## src/rtl/uart_pkg.sv

```systemverilog
`default_nettype none
// ============================================================================
//  Package     : uart_pkg
//  Description : Shared constants for the UART transmitter: FSM state
//                encodings, parity mode codes and the parity helper.
//  Contents    : uart_state_t, c_ST_* state codes, c_PAR_* parity modes,
//                parity_bit() helper.
//  Revision    : 1.0  initial release
// ============================================================================
package uart_pkg;

    // FSM state register type and encodings
    typedef logic [2:0] uart_state_t;

    localparam logic [2:0] c_ST_IDLE   = 3'd0;
    localparam logic [2:0] c_ST_START  = 3'd1;
    localparam logic [2:0] c_ST_DATA   = 3'd2;
    localparam logic [2:0] c_ST_PARITY = 3'd3;
    localparam logic [2:0] c_ST_STOP   = 3'd4;

    // Parity mode codes used by the PARITY parameter
    localparam int c_PAR_NONE = 0;
    localparam int c_PAR_ODD  = 1;
    localparam int c_PAR_EVEN = 2;

    // Parity bit for up to 9 data bits. Narrower words are zero-extended by
    // the caller; the extra zeros do not change the XOR reduction.
    function automatic logic parity_bit(input logic [8:0] data, input int mode);
        logic w_xor;
        w_xor = ^data;
        return (mode == c_PAR_ODD) ? ~w_xor : w_xor;
    endfunction

endpackage : uart_pkg
`default_nettype wire

```

## src/rtl/uart_tx_param_if.sv

```systemverilog
`default_nettype none
// ============================================================================
//  Interface   : uart_tx_param_if
//  Description : Host-side write interface of the UART transmitter.
//  Signals     : tx_trig  - one-cycle write strobe (host -> UART)
//                tx_data  - word to queue, sampled with tx_trig
//                tx_full  - transmit FIFO is full (UART -> host)
//                tx_ovf   - one-cycle pulse, a push was dropped
//  Modports    : master (host side), slave (UART side)
//  Revision    : 1.0  initial release
// ============================================================================
interface uart_tx_param_if #(
    parameter int DATA_W = 8
) ();

    logic              tx_trig;
    logic [DATA_W-1:0] tx_data;
    logic              tx_full;
    logic              tx_ovf;

    modport master (
        output tx_trig,
        output tx_data,
        input  tx_full,
        input  tx_ovf
    );

    modport slave (
        input  tx_trig,
        input  tx_data,
        output tx_full,
        output tx_ovf
    );

endinterface : uart_tx_param_if
`default_nettype wire

```

## src/rtl/uart_tx_fifo.sv

```systemverilog
`default_nettype none
// ============================================================================
//  Module      : uart_tx_fifo
//  Description : Synchronous first-word-fall-through FIFO feeding the UART
//                transmitter. Pushes into a full FIFO are dropped and
//                flagged with a one-cycle overflow pulse.
//  Ports       : clk        - system clock, rising edge
//                rst_n      - asynchronous active-low reset
//                i_push     - write strobe
//                i_wr_data  - write data
//                i_pop      - read strobe (ignored when empty)
//                o_rd_data  - head-of-queue word
//                o_full     - FIFO_DEPTH entries held
//                o_empty    - no entries held
//                o_ovf      - registered pulse: push was dropped
//  Revision    : 1.0  initial release
// ============================================================================
module uart_tx_fifo #(
    parameter int DATA_W     = 8,
    parameter int FIFO_DEPTH = 4
) (
    input  wire logic              clk,
    input  wire logic              rst_n,
    input  wire logic              i_push,
    input  wire logic [DATA_W-1:0] i_wr_data,
    input  wire logic              i_pop,
    output logic      [DATA_W-1:0] o_rd_data,
    output logic                   o_full,
    output logic                   o_empty,
    output logic                   o_ovf
);

    localparam int c_PTR_W = $clog2(FIFO_DEPTH);
    localparam int c_CNT_W = c_PTR_W + 1;
    localparam logic [c_CNT_W-1:0] c_FULL_CNT = c_CNT_W'(FIFO_DEPTH);

    logic [DATA_W-1:0]  r_mem [FIFO_DEPTH];
    logic [c_PTR_W-1:0] r_wr_ptr;
    logic [c_PTR_W-1:0] r_rd_ptr;
    logic [c_CNT_W-1:0] r_count;
    logic               r_ovf;

    logic w_wr;
    logic w_rd;

    assign o_full  = (r_count == c_FULL_CNT);
    assign o_empty = (r_count == '0);

    // Fullness is judged before any same-cycle pop, so a push into a full
    // FIFO is dropped even while the transmitter is taking a word out.
    assign w_wr = i_push & ~o_full;
    assign w_rd = i_pop  & ~o_empty;

    assign o_rd_data = r_mem[r_rd_ptr];
    assign o_ovf     = r_ovf;

    // Storage carries no reset; validity is tracked by the count alone.
    always_ff @(posedge clk) begin
        if (w_wr) begin
            r_mem[r_wr_ptr] <= i_wr_data;
        end
    end

    // Pointers wrap naturally because FIFO_DEPTH is a power of two.
    always_ff @(posedge clk or negedge rst_n) begin
        if (!rst_n) begin
            r_wr_ptr <= '0;
            r_rd_ptr <= '0;
            r_count  <= '0;
            r_ovf    <= 1'b0;
        end else begin
            r_ovf <= i_push & o_full;
            if (w_wr) begin
                r_wr_ptr <= r_wr_ptr + 1'b1;
            end
            if (w_rd) begin
                r_rd_ptr <= r_rd_ptr + 1'b1;
            end
            case ({w_wr, w_rd})
                2'b10:   r_count <= r_count + 1'b1;
                2'b01:   r_count <= r_count - 1'b1;
                default: r_count <= r_count;
            endcase
        end
    end

endmodule : uart_tx_fifo
`default_nettype wire

```

## src/rtl/uart_tx_param.sv

```systemverilog
`default_nettype none
// ============================================================================
//  Module      : uart_tx_param
//  Description : Parameterised UART transmitter with a transmit FIFO.
//                Frame: start(0), DATA_W data bits LSB first, optional
//                parity bit, STOP_BITS stop bits(1); each bit CLK_DIV clocks.
//  Ports       : sclk      - system clock, rising edge
//                srst      - asynchronous active-low reset
//                host      - uart_tx_param_if.slave (tx_trig, tx_data,
//                            tx_full, tx_ovf)
//                rs232_tx  - registered serial line, idle high
//                tx_en     - high while a frame is on the line
//  Revision    : 1.0  initial release
// ============================================================================
module uart_tx_param
    import uart_pkg::*;
#(
    parameter int DATA_W     = 8,
    parameter int CLK_DIV    = 5208,
    parameter int PARITY     = 0,
    parameter int STOP_BITS  = 1,
    parameter int FIFO_DEPTH = 4
) (
    input  wire logic      sclk,
    input  wire logic      srst,
    uart_tx_param_if.slave host,
    output logic           rs232_tx,
    output logic           tx_en
);

    localparam int c_BIT_MAX  = (DATA_W > STOP_BITS) ? DATA_W : STOP_BITS;
    localparam int c_BITCNT_W = $clog2(c_BIT_MAX);
    localparam int c_DIV_W    = $clog2(CLK_DIV);

    localparam logic [c_DIV_W-1:0]    c_DIV_LAST  = c_DIV_W'(CLK_DIV - 1);
    localparam logic [c_BITCNT_W-1:0] c_DATA_LAST = c_BITCNT_W'(DATA_W - 1);
    localparam logic [c_BITCNT_W-1:0] c_STOP_LAST = c_BITCNT_W'(STOP_BITS - 1);
    localparam bit                    c_HAS_PAR   = (PARITY != c_PAR_NONE);

    // ------------------------------------------------------------------
    // Reset release synchroniser: assertion is immediate, release reaches
    // the FSM two clocks later so it never leaves IDLE on a metastable edge.
    // ------------------------------------------------------------------
    logic [1:0] r_rst_sync;
    logic       w_run;

    always_ff @(posedge sclk or negedge srst) begin
        if (!srst) begin
            r_rst_sync <= 2'b00;
        end else begin
            r_rst_sync <= {r_rst_sync[0], 1'b1};
        end
    end

    assign w_run = r_rst_sync[1];

    // ------------------------------------------------------------------
    // Transmit FIFO
    // ------------------------------------------------------------------
    logic [DATA_W-1:0] w_fifo_data;
    logic              w_fifo_full;
    logic              w_fifo_empty;
    logic              w_fifo_ovf;
    logic              w_pop;

    uart_tx_fifo #(
        .DATA_W     (DATA_W),
        .FIFO_DEPTH (FIFO_DEPTH)
    ) u_fifo (
        .clk       (sclk),
        .rst_n     (srst),
        .i_push    (host.tx_trig),
        .i_wr_data (host.tx_data),
        .i_pop     (w_pop),
        .o_rd_data (w_fifo_data),
        .o_full    (w_fifo_full),
        .o_empty   (w_fifo_empty),
        .o_ovf     (w_fifo_ovf)
    );

    assign host.tx_full = w_fifo_full;
    assign host.tx_ovf  = w_fifo_ovf;

    // ------------------------------------------------------------------
    // Frame FSM
    // ------------------------------------------------------------------
    uart_state_t             r_state;
    logic [c_DIV_W-1:0]      r_div;
    logic [c_BITCNT_W-1:0]   r_bitcnt;
    logic [DATA_W-1:0]       r_shift;
    logic                    r_par;
    logic                    r_tx;
    logic                    r_tx_en;

    logic w_bit_end;
    logic w_stop_done;
    logic w_line;

    assign w_bit_end   = (r_div == c_DIV_LAST);
    assign w_stop_done = (r_state == c_ST_STOP) && w_bit_end && (r_bitcnt == c_STOP_LAST);

    // A word is taken either from IDLE or exactly at the end of the last
    // stop bit, which gives back-to-back frames with no idle gap.
    assign w_pop = w_run && !w_fifo_empty &&
                   ((r_state == c_ST_IDLE) || w_stop_done);

    always_ff @(posedge sclk or negedge srst) begin
        if (!srst) begin
            r_state  <= c_ST_IDLE;
            r_div    <= '0;
            r_bitcnt <= '0;
            r_shift  <= '0;
            r_par    <= 1'b0;
        end else if (w_pop) begin
            r_state  <= c_ST_START;
            r_div    <= '0;
            r_bitcnt <= '0;
            r_shift  <= w_fifo_data;
            r_par    <= parity_bit(9'(w_fifo_data), PARITY);
        end else begin
            case (r_state)
                c_ST_START: begin
                    if (w_bit_end) begin
                        r_state <= c_ST_DATA;
                        r_div   <= '0;
                    end else begin
                        r_div <= r_div + 1'b1;
                    end
                end
                c_ST_DATA: begin
                    if (w_bit_end) begin
                        r_div   <= '0;
                        r_shift <= r_shift >> 1;
                        if (r_bitcnt == c_DATA_LAST) begin
                            r_bitcnt <= '0;
                            r_state  <= c_HAS_PAR ? c_ST_PARITY : c_ST_STOP;
                        end else begin
                            r_bitcnt <= r_bitcnt + 1'b1;
                        end
                    end else begin
                        r_div <= r_div + 1'b1;
                    end
                end
                c_ST_PARITY: begin
                    if (w_bit_end) begin
                        r_div   <= '0;
                        r_state <= c_ST_STOP;
                    end else begin
                        r_div <= r_div + 1'b1;
                    end
                end
                c_ST_STOP: begin
                    if (w_bit_end) begin
                        r_div <= '0;
                        if (r_bitcnt == c_STOP_LAST) begin
                            r_bitcnt <= '0;
                            r_state  <= c_ST_IDLE;
                        end else begin
                            r_bitcnt <= r_bitcnt + 1'b1;
                        end
                    end else begin
                        r_div <= r_div + 1'b1;
                    end
                end
                default: begin
                    // IDLE, and recovery from any unused encoding
                    r_state  <= c_ST_IDLE;
                    r_div    <= '0;
                    r_bitcnt <= '0;
                end
            endcase
        end
    end

    // Line level implied by the current state; registered below so the
    // serial output is glitch-free and lags the FSM by one clock.
    always_comb begin
        w_line = 1'b1;
        case (r_state)
            c_ST_START:  w_line = 1'b0;
            c_ST_DATA:   w_line = r_shift[0];
            c_ST_PARITY: w_line = r_par;
            default:     w_line = 1'b1;
        endcase
    end

    always_ff @(posedge sclk or negedge srst) begin
        if (!srst) begin
            r_tx    <= 1'b1;
            r_tx_en <= 1'b0;
        end else begin
            r_tx    <= w_line;
            r_tx_en <= (r_state != c_ST_IDLE);
        end
    end

    assign rs232_tx = r_tx;
    assign tx_en    = r_tx_en;

endmodule : uart_tx_param
`default_nettype wire

```

## src/flat_wrapper.sv

```systemverilog
// flat-port wrapper written by rule: the top's interface ports become plain ports
module uart_tx_param_flat import uart_pkg::*;
#(
    parameter int DATA_W     = 8,
    parameter int CLK_DIV    = 5208,
    parameter int PARITY     = 0,
    parameter int STOP_BITS  = 1,
    parameter int FIFO_DEPTH = 4
)
  (sclk, srst, rs232_tx, tx_en, host_tx_trig, host_tx_data, host_tx_full, host_tx_ovf);
  uart_tx_param_if #(.DATA_W(DATA_W)) host_i ();
  input  wire logic sclk;
  input  wire logic srst;
  output logic rs232_tx;
  output logic tx_en;
  input wire logic [$bits(host_i.tx_trig)-1:0] host_tx_trig;
  input wire logic [$bits(host_i.tx_data)-1:0] host_tx_data;
  output wire logic [$bits(host_i.tx_full)-1:0] host_tx_full;
  output wire logic [$bits(host_i.tx_ovf)-1:0] host_tx_ovf;
  assign host_i.tx_trig = host_tx_trig;
  assign host_i.tx_data = host_tx_data;
  assign host_tx_full = host_i.tx_full;
  assign host_tx_ovf = host_i.tx_ovf;
  uart_tx_param #(.DATA_W(DATA_W), .CLK_DIV(CLK_DIV), .PARITY(PARITY), .STOP_BITS(STOP_BITS), .FIFO_DEPTH(FIFO_DEPTH)) u_core (.sclk(sclk), .srst(srst), .host(host_i), .rs232_tx(rs232_tx), .tx_en(tx_en));
endmodule
```

## config.mk

```make
export PLATFORM = sky130hd
export DESIGN_NAME = uart_tx_param_flat
export DESIGN_NICKNAME = d
export VERILOG_FILES = /design/src/rtl/uart_pkg.sv /design/src/rtl/uart_tx_param_if.sv /design/src/rtl/uart_tx_fifo.sv /design/src/rtl/uart_tx_param.sv /design/src/flat_wrapper.sv
export SDC_FILE = /design/constraint.sdc
export NUM_CORES = 1
export LEC_CHECK = 0
export BUFFER_PORTS_ARGS = -buffer_cell sky130_fd_sc_hd__buf_4
export CAP_MARGIN = 25
export CORE_UTILIZATION = 60
export DETAILED_ROUTE_END_ITERATION = 10
export HOLD_SLACK_MARGIN = 0.1
export PLACE_DENSITY = 0.78
export SETUP_SLACK_MARGIN = 0.4
export SLEW_MARGIN = 25
export SYNTH_ARGS = -nofsm -noshare
export SYNTH_HDL_FRONTEND = slang
export SYNTH_SLANG_ARGS = --single-unit
```

## constraint.sdc

```tcl
create_clock -name sclk -period 3.1 [get_ports sclk]
set_input_delay 0.155 -clock sclk [delete_from_list [all_inputs] [get_ports sclk]]
set_output_delay 0.155 -clock sclk [all_outputs]
set_load 0.01 [all_outputs]
```

==> results of run 1 <==
==> placed cells by master (no fill, tap or decap), types with 2 or more instances in the layout <==
cell / count
dfrtp_1: 39
edfxtp_1: 32
nor2_1: 25
xnor2_1: 17
and3_1: 15
buf_4: 15
inv_1: 13
nand2_1: 12
a21oi_1: 11
dlygate4sd3_1: 10
clkbuf_8: 9
xor2_1: 8
mux2i_1: 8
mux4_2: 8
ha_1: 7
nand3_1: 5
o21ai_0: 5
or3_1: 3
o31ai_1: 2
a2111o_1: 2
o21ai_1: 2
ha_2: 2
clkinvlp_4: 2
inv_8: 2
inv_6: 2
==> synth_stat cells <==
master,instances
o2111ai_1,1
a2111o_1,2
edfxtp_1,32
o211a_1,1
buf_2,2
and4b_1,1
xor2_1,8
inv_4,1
xnor2_1,17
mux2i_1,8
buf_6,3
o21ai_0,5
mux4_2,8
nor2b_1,1
dfstp_2,1
o21ai_1,2
nand4_1,1
inv_1,13
nor2_1,25
maj3_1,1
and3_1,15
conb_1,1
a32o_1,1
and4_1,1
a22o_1,1
a21oi_1,11
nand2_1,12
fa_1,1
clkbuf_2,1
nor4b_4,1
and2_1,1
and4bb_2,1
nand3_1,5
ha_1,9
o31ai_1,2
dfrtp_1,39
nor3b_1,1
clkbuf_1,4
or3_1,3
mux2_2,1
==> area by class of cell <==
type | count | area share [%]
Timing Repair Buffer | 25 | 5.75
Multi-Input combinational cell | 148 | 31.6
Inverter | 14 | 1.49
Clock buffer | 9 | 3.35
Clock inverter | 7 | 2.30
Sequential cell | 72 | 53.1
Tap cell | 70 | 2.37
==> stage by stage <==
stage,cell area (sq um),util [%],hold WS [ns],total power [mW]
2_1_floorplan,3240,-,-0.141,2.09
3_3_place_gp,3380,65.7,0.152,2.24
3_5_place_dp,3380,65.7,0.155,2.27
4_1_cts,3690,71.7,0.318,3.05
5_1_grt,3700,71.9,0.366,3.23
6_report,3700,71.9,0.308,3.06
==> report_power, final <==
| part | internal [mW] | switching, mW |
|---|---|---|
| clock network | 0.388 | 0.398 |
| registers | 1.24 | 0.183 |
| logic | 0.445 | 0.405 |
==> layer usage <==
layer	global-route usage, %	up-vias	routed length, um
met5	0	-	0
met4	10.5	0	158
met3	6.48	14	203
met2	35.5	39	2760
met1	29.5	938	2440
li1	-	918	-
==> flip-flops by register name (all words and copies together) (netlist names) <==
register                flops
u_core.r_par                1
u_core.r_rst_sync           2
u_core.r_shift              8
u_core.u_fifo.r_wr_ptr      2
u_core.u_fifo.o_ovf         1
u_core.r_bitcnt             3
u_core.r_state              3
u_core.u_fifo.r_rd_ptr      2
u_core.rs232_tx             1
u_core.u_fifo.r_count       3
u_core.u_fifo.r_mem        32
u_core.r_div               13
u_core.tx_en                1
==> logic make-up after synthesis <==
| kind of cell | share of synthesized area [%] |
|---|---|
| simple gates | 11.0 |
| fa+ha+maj | 4.40 |
| other cells | 0.116 |
| flops | 60.6 |
| compound gates | 5.09 |
| mux | 8.38 |
| buf+inv | 3.67 |
| xor+xnor | 6.75 |
==> what timing repair did <==
item,4_1_cts,5_1_grt
hold buffers,10,0
endpoints found under the hold margin,72,0
gates resized for setup,0,4
endpoints found under the setup margin,0,1
==> worst paths after layout <==
kind	cells after the start	startpoint	end	slack [ns]
min in group sclk	0	u_core.r_rst_sync[0]	u_core.r_rst_sync[1]	0.35
min reg2reg	0	u_core.r_rst_sync[0]	u_core.r_rst_sync[1]	0.35
max reg2reg	11	u_core.r_div[0]	u_core.u_fifo.r_count[2]	0.60
min	2	srst	u_core.r_div[12]	0.31
max in group asynchronous	2	srst	u_core.rs232_tx	2.44
max	11	u_core.r_div[0]	u_core.u_fifo.r_count[2]	0.60
==> flow_summary.toml, run 1 <==
[critical_path]
worst-path-max-fanout = 4
startpoint_type = "flip-flop"
required_ns = 3.37
max_stage_delay_ns = 0.44
crit_type = "reg2reg"
cp.buffers_inverters = 2
arrival_ns = 2.77
cp_top_family = "adder cells"
slowest_stage = "a2111o_1"
worstSetupEndpointType = "flip-flop"
path_cells = "ha_2 > and4b_1 > nand4_1 > a2111o_1 > inv_4 > ha_2 > inv_1 > fa_2 > xor2_1 > nor2_1 > xor2_1"

[timing]
hold_violations = 0
relSlewSlack_pct = 63.9
period_minus_slack_ns = 2.50
fin_crit_sh_pct = 80.7
max_freq_mhz = 400
tightest_slew_ns = 0.542
worst_slack_ns = 0.599
skew_ns = 0.0148
setup_violations = 0
tns_ns = 0
timing.final.max_slew_violations = 0
rsz0062_at_grt = "false"

[synth]
ys_ff_latch = 72
synth_area_sq_um = 3240
yosys_warnings = 0
synth_area_per_cell_sq_um = 13.3
yosysTopAreaCell = "dfrtp_1"
syn_inst = 244
synth_area_leaders = "dfrtp_1 (30%), edfxtp_1 (30%), mux4_2 (5.6%)"
ys_types = 40
synth_top_area_share_pct = 30.1
yosysSeqAreaShare_pct = 60.6
synth_nets = 265

[finish]
finalNonFillerCells = 345
drive_gt1_share_pct = 17.5
multiInputGateArea_sq_um = 1170
n_antenna_cell = 0
area_growth_pct = 14.0
final.fill_count = 363
final_nets = 291
regArea_sq_um = 1960

[detailed_routing]
drt_iter0_markers = 106
wl_per_cell_um = 16.1
route.detailed.vias_per_inst = 5.53
via_count = 1909
drt_wl_total_um = 5570
remaining_drc_errors = 0
drtAntennaViolNets = 0
dr.pass1.iters = 4

[grt]
grt_max_degree = 41
grt-ovfl-total = 0
antenna_found_initial = 0
grt_pass1_vias = 1866
grt_usage_pct = 22.6
grt_pass1_wl_um = 8890

[pwr]
total_leakage_power_nw = 1.60
ir_worst_vdd_mv = 0.516
powerDensity_nw_per_um2 = 828

[clocking]
postCtsSetupRepairBufs = 0
tritoncts = "done"
h-tree-depth = 3
clk_transition_reported_paths_ns = 0.08
cts_buffer_depth = 2
clkSinkCount = 72
clk-insertion-delay-late_ns = 0.35
clockRootBuffer = "clkbuf_8"
cts_buffers = 9

[floorplan]
boundaryPins = 15
start_util_pct = 63.1
die_x_um = 75.5
die_h_um = 75.5
num_rows = 26
core_sq_um = 5140
fp.dieArea_sq_um = 5700

[placement]
place_ws_ns = 0.523
place_inst = 319
io_buffers = 14
place_congestion = 0.801
dp_hpwl_um = 3540

[run_status]
outcome = "finished clean"

[min_path]
min_path_type = "in2async"

[run]
cap_violations = 0
Note: power is estimated with default switching activity, not from simulation.
==> inputs of run 2 (changes only) <==
--- a/config.mk
+++ b/config.mk
@@ -5,6 +5,7 @@
 export SDC_FILE = /design/constraint.sdc
 export NUM_CORES = 1
 export LEC_CHECK = 0
+export ABC_AREA = 1
 export BUFFER_PORTS_ARGS = -buffer_cell sky130_fd_sc_hd__buf_4
 export CAP_MARGIN = 25
 export CORE_UTILIZATION = 60
==> constraint.sdc (replaced) <==
create_clock -name sclk -period 2.35 [get_ports sclk]
set_input_delay 0.1175 -clock sclk [delete_from_list [all_inputs] [get_ports sclk]]
set_output_delay 0.1175 -clock sclk [all_outputs]
set_load 0.01 [all_outputs]
==> run 2 against run 1 <==
Fmax is 14% higher. Largest power group is now combinational logic. Design area up 15%. Clock skew down 0.0084 ns. Die area increased by 8.4%. Via count increased by 44%. Sequential cell count is the same. Power up 68%. Global-route usage increased by 2.9 points. Combinational power increased to 2.6 times the previous value. Highest routed layer unchanged. Critical endpoint unchanged. Synthesized cell count grew 62%. Synthesized area rose by 8.6%. Routed wire length rose by 28%.
==> flow_summary.toml, run 2 <==
[critical_path]
r2r-start = "u_core.r_div[0]"
startpoint_type = "flip-flop"
required_ns = 2.58
ff2ff_path_depth = 15
crit_type = "reg2reg"
crit_end = "u_core.u_fifo.r_count[2]"
arrival_ns = 2.42
crit_start = "u_core.r_div[0]"
worst-path-max-fanout = 2
r2r-end = "u_core.u_fifo.r_count[2]"
worstSetupEndpointType = "flip-flop"
rrSetupSlack_ns = 0.16

[detailed_routing]
drt_iter0_markers = 225
wl_per_cell_um = 13.6
route.detailed.vias_per_inst = 5.23
drt_wl_total_um = 7100
drtAntennaViolNets = 0
remaining_drc_errors = 0
via_count = 2742
dr.pass1.iters = 4

[timing]
timing.final.max_slew_violations = 0
worst_slack_ns = 0.159
max_freq_mhz = 456
hold-worst-slack_ns = 0.281
setup_violations = 0
period_minus_slack_ns = 2.19
skew_ns = 0.00643
tns_ns = 0
rsz0062_at_grt = "true"
hold_violations = 0
fin_crit_sh_pct = 93.2

[run_status]
outcome = "finished clean"

[finish]
largestRegisters = "u_core.u_fifo.r_mem x32, u_core.r_div x13, u_core.r_shift x8"
n_antenna_cell = 0
regArea_sq_um = 1960
area_growth_pct = 20.4
final_common_cell = "nand2_1"
final_core_util_pct = 76.1
top_register = "u_core.u_fifo.r_mem"
largest_reg_flops = 32
final_cell_mix = "nand2_1 (136), nand3_1 (40), buf_4 (38), dfrtp_1 (38), inv_1 (34)"
final_nets = 468
drive_gt1_share_pct = 20.4
final.fill_count = 394
multiInputGateArea_sq_um = 1410

[synth]
synth_area_leaders = "dfrtp_1 (28%), edfxtp_1 (27%), nand2_1 (15%)"
yosysTopAreaCell = "dfrtp_1"
yosysMostFrequentCell = "nand2_1"
synth_area_per_cell_sq_um = 8.89
synth_nets = 417
ys.flop_type = "dfrtp_1"
ys_types = 32
ys_ff_latch = 72
synth-edff-count = 32
yosys_warnings = 0
syn_inst = 396
synth_area_sq_um = 3520
async_flop_share_pct = 55.6
yosysSeqAreaShare_pct = 55.7
synth_commonest_cells = "nand2_1 (141), nand3_1 (42), dfrtp_1 (39), inv_1 (39), edfxtp_1 (32)"
synth_top_area_share_pct = 27.7

[pwr]
ir_worst_vdd_mv = 0.753
powerDensity_nw_per_um2 = 1210
total_leakage_power_nw = 1.99
p_total_mw = 5.14

[placement]
io_buffers = 14
place_congestion = 0.847
dp_hpwl_um = 4350
place_ws_ns = 0.0961

[run]
cap_violations = 0

[floorplan]
num_rows = 27
die_h_um = 78.6
die_x_um = 78.6
start_util_pct = 63.2
boundaryPins = 15
core_sq_um = 5570
fp.dieArea_sq_um = 6180

[clocking]
cts_buffers = 9
tritoncts = "done"
h-tree-depth = 3
clk-insertion-delay-late_ns = 0.35
clockRootBuffer = "clkbuf_8"
cts_buffer_depth = 2
clkSinkCount = 72
clk_transition_reported_paths_ns = 0.08

[grt]
grt_pass1_vias = 2703
grt-ovfl-total = 0
grt_pass1_wl_um = 11800
grt_usage_pct = 25.5
grt_max_degree = 41
antenna_found_initial = 0

[min_path]
min_path_type = "in2async"
## run 2: cell count changes after synthesis, sizes merged, moves of 6 or more
cell	before	now
nand3	5	42
xnor2	17	2
mux2i	8	0
nor2	25	32
o21ai	7	14
nand2	12	142
inv	14	44
nor3	0	6
and3	15	1
mux4	8	0
## run 2: through the flow
stage / cells / instance area, sq um
after detailed placement: 482 / 3740
after global placement: 482 / 3740
after global routing: 524 / 4240
after floorplan: 396 / 3540
after CTS: 518 / 4140
final: 524 / 4240
## run 2: worst min path at each step
| stage | endpoint | slack, ns | cells past startpoint |
|---|---|---|---|
| 5_1_grt | u_core.r_bitcnt[0] | 0.32 | 2 |
| 4_1_cts | u_core.r_div[5] | 0.29 | 2 |
| 3_3_place_gp | u_core.r_div[5] | 0.12 | 1 |
| 2_1_floorplan | u_core.r_bitcnt[0] | -0.18 | 0 |
| 3_5_place_dp | u_core.r_div[5] | 0.13 | 1 |
| 6_report | u_core.r_div[5] | 0.28 | 2 |
## run 2: cell families (layout without fill, tap and decap cells)
family | Yosys count | in the layout | synth area share [%]
other | 1 | 1 | 0.106
buffers and inverters | 52 | 108 | 6.64
AOI/OAI and AO/OA | 23 | 23 | 4.01
DFF | 72 | 72 | 55.7
adders and majority gates | 10 | 10 | 3.77
xor gates and xnor gates | 10 | 10 | 2.49
and+or+nand+nor | 228 | 228 | 27.2
## run 2: layout make-up
cell class                 instances  share of cell area (%)
multi-input combinational        272                    33.1
clock buffer                       9                    2.92
sequential                        72                    46.3
tap                               72                    2.12
inverter                          44                    4.13
clock inverter                     7                    2.27
timing repair buffer              48                    9.09
## run 2: power by group
part | switching (mW) | leakage, nW | internal [mW]
Sequential | 0.203 | 0.800 | 1.66
Combinational | 1.38 | 1.08 | 0.807
Clock | 0.491 | 0.101 | 0.597
Total | 2.07 | 1.99 | 3.06
## run 2: worst max-delay path, stage by stage, from the launching register on
cell     delay (ns)
dfrtp_1        0.36
ha_2           0.19
nand2_2        0.07
inv_2          0.06
nand2_2        0.05
nor2_2         0.10
nand3_1        0.08
nand2_1        0.11
nand2_2        0.08
inv_4          0.07
ha_4           0.13
inv_4          0.04
fa_2           0.37
a21oi_2        0.13
o21ai_1        0.09
xor2_1         0.15
## run 2: layer usage
layer | GRT usage, % | share of wire, % | vias up
li1 | - | - | 1371
met1 | 29.3 | 43 | 1291
met2 | 45.3 | 52 | 68
met3 | 6.63 | 3.3 | 12
met4 | 9.63 | 2.0 | 0
met5 | 0 | 0 | -
## run 2: timing repair
action                                  in CTS  in global routing
buffers inserted                            10                  6
endpoints found under the setup margin       2                 16
gates resized for setup                      5                 17
hold buffers                                10                  0
hold endpoints to repair                    73                  0
pin swaps                                    7                  5
==> inputs of run 3 (changes only) <==
--- a/config.mk
+++ b/config.mk
@@ -5,13 +5,13 @@
 export SDC_FILE = /design/constraint.sdc
 export NUM_CORES = 1
 export LEC_CHECK = 0
-export ABC_AREA = 1
 export BUFFER_PORTS_ARGS = -buffer_cell sky130_fd_sc_hd__buf_4
 export CAP_MARGIN = 25
 export CORE_UTILIZATION = 60
 export DETAILED_ROUTE_END_ITERATION = 10
 export HOLD_SLACK_MARGIN = 0.1
 export PLACE_DENSITY = 0.78
+export REMOVE_ABC_BUFFERS = 1
 export SETUP_SLACK_MARGIN = 0.4
 export SLEW_MARGIN = 25
 export SYNTH_ARGS = -nofsm -noshare
==> run 3 against run 2 <==
The flow now finishes with violations (setup timing). Via count is 27% lower. Clock-buffer cell count stayed put. Highest routed layer unchanged. Worst hold slack worse by 0.011 ns. First-iteration DRC count increased by 1.8%. Routed wire length decreased by 17%. Sequential share of layout area up 3.1 points. Power down 18%. Die area down 7.8%. Non-clock buffer count rose by 6. Sequential power decreased by 2%.
==> flow_summary.toml, run 3 (synthesized netlist as in run 1, its figures left out) <==
[timing]
tightest_slew_ns = 0.490
hold-worst-slack_ns = 0.270
tns_ns = -0.0938
setup_violations = 1
skew_ns = 0.0124
worst_slack_ns = -0.0938
rsz0062_at_grt = "true"
relSlewSlack_pct = 67.1
max_freq_mhz = 409
fin_crit_sh_pct = 104
hold_violations = 0
period_minus_slack_ns = 2.44
timing.final.max_slew_violations = 0

[placement]
dp_hpwl_um = 3640
place_area_sq_um = 3540
place_congestion = 0.803
place_ws_ns = -0.199
io_buffers = 14

[floorplan]
die_h_um = 75.5
num_rows = 26
die_x_um = 75.5
boundaryPins = 15
fp.dieArea_sq_um = 5700
core_sq_um = 5140
start_util_pct = 63.1

[grt]
grt_pass1_vias = 1910
grt-ovfl-total = 0
grt_usage_pct = 23.4
grt_max_degree = 41
grt_pass1_wl_um = 9310
antenna_found_initial = 0

[finish]
area_growth_pct = 22.6
design_area_sq_um = 3970
largestRegisters = "u_core.u_fifo.r_mem x32, u_core.r_div x13, u_core.r_shift x8"
n_antenna_cell = 0
top_register = "u_core.u_fifo.r_mem"
largest_reg_flops = 32
final_common_cell = "buf_4"
drive_gt1_share_pct = 28.3
final_nets = 320
final_cell_mix = "buf_4 (43), dfrtp_1 (39), edfxtp_1 (32)"

[critical_path]
max_stage_delay_ns = 0.45
path_cells = "ha_2 > and4b_1 > nand4_1 > a2111o_1 > inv_4 > ha_4 > inv_2 > fa_2 > xor2_1 > nor2_1 > xor2_1"
slowest_stage = "a2111o_1"
arrival_ns = 2.71
worstSetupEndpointType = "flip-flop"
crit_type = "reg2reg"
startpoint_type = "flip-flop"
worst-path-max-fanout = 4
cp_common_cell = "xor2_1"
rrSetupSlack_ns = -0.09
required_ns = 2.62

[clocking]
cts_buffers = 9
clk_transition_reported_paths_ns = 0.08
h-tree-depth = 3
cts_buffer_depth = 2
clkSinkCount = 72
clockRootBuffer = "clkbuf_8"
tritoncts = "done"
clk-insertion-delay-late_ns = 0.36

[pwr]
total_leakage_power_nw = 1.78
p_total_mw = 4.21
powerDensity_nw_per_um2 = 1060
ir_worst_vdd_mv = 0.965

[detailed_routing]
drtAntennaViolNets = 0
via_count = 2010
route.detailed.vias_per_inst = 5.37
dr.pass1.iters = 4
wl_per_cell_um = 15.7
drt_wl_total_um = 5870
remaining_drc_errors = 0
drt_iter0_markers = 229

[run]
cap_violations = 0

[run_status]
outcome = "finished with violations"
violations = "setup timing"

[min_path]
min_path_type = "in2async"
run 3: layout make-up:
type | instances | area, sq um
Clock buffer | 9 | 124
Inverter | 14 | 55.1
Fill cell | 326 | 1170
Sequential cell | 72 | 1960
Multi-Input combinational cell | 148 | 1210
Clock inverter | 7 | 86.3
Timing Repair Buffer | 54 | 443
Tap cell | 70 | 87.6
run 3: through the flow:
stage | utilization (%) | cells
floorplan | - | 234
global placement | 68.9 | 341
detailed placement | 68.9 | 341
CTS | 76.1 | 371
global route | 77.3 | 374
finish | 77.3 | 374
run 3: worst max-delay path: cells and delay by family (launching register included):
| family | cells | cell delay [ns] |
|---|---|---|
| flops | 1 | 0.37 |
| xor+xnor | 2 | 0.33 |
| simple gates | 3 | 0.46 |
| buf+inv | 2 | 0.14 |
| fa+ha+maj | 3 | 0.63 |
| compound gates | 1 | 0.45 |
run 3: power by group:
group          internal, mW  total [mW]  switching, mW
Combinational         0.701        1.37          0.672
Sequential             1.64        1.82          0.181
Clock                 0.513        1.02          0.505
run 3: path summary, 6_finish.rpt:
path / start / end / depth (start not counted)
max: u_core.r_div[1] / u_core.u_fifo.r_count[2] / 11
min: srst / u_core.r_div[12] / 2
max reg2reg: u_core.r_div[1] / u_core.u_fifo.r_count[2] / 11
min reg2reg: u_core.r_rst_sync[0] / u_core.r_rst_sync[1] / 0
max in group asynchronous: srst / u_core.rs232_tx / 2
min in group sclk: u_core.r_rst_sync[0] / u_core.r_rst_sync[1] / 0
run 3: what timing repair did:
action / CTS / global route
setup buffers: 4 / 3
setup endpoints to repair: 9 / 6
hold buffers: 10 / 0
hold endpoints to repair: 73 / 0
pin swaps: 4 / 0
resized for setup: 9 / 11
run 3: routing by layer:
layer  track usage [%]  wire [um]  share of wire [%]
met5                 0          0                  0
met2              36.2       2930                 50
met1              31.2       2660                 45
met4              8.64         76                1.3
met3              7.67        199                3.4
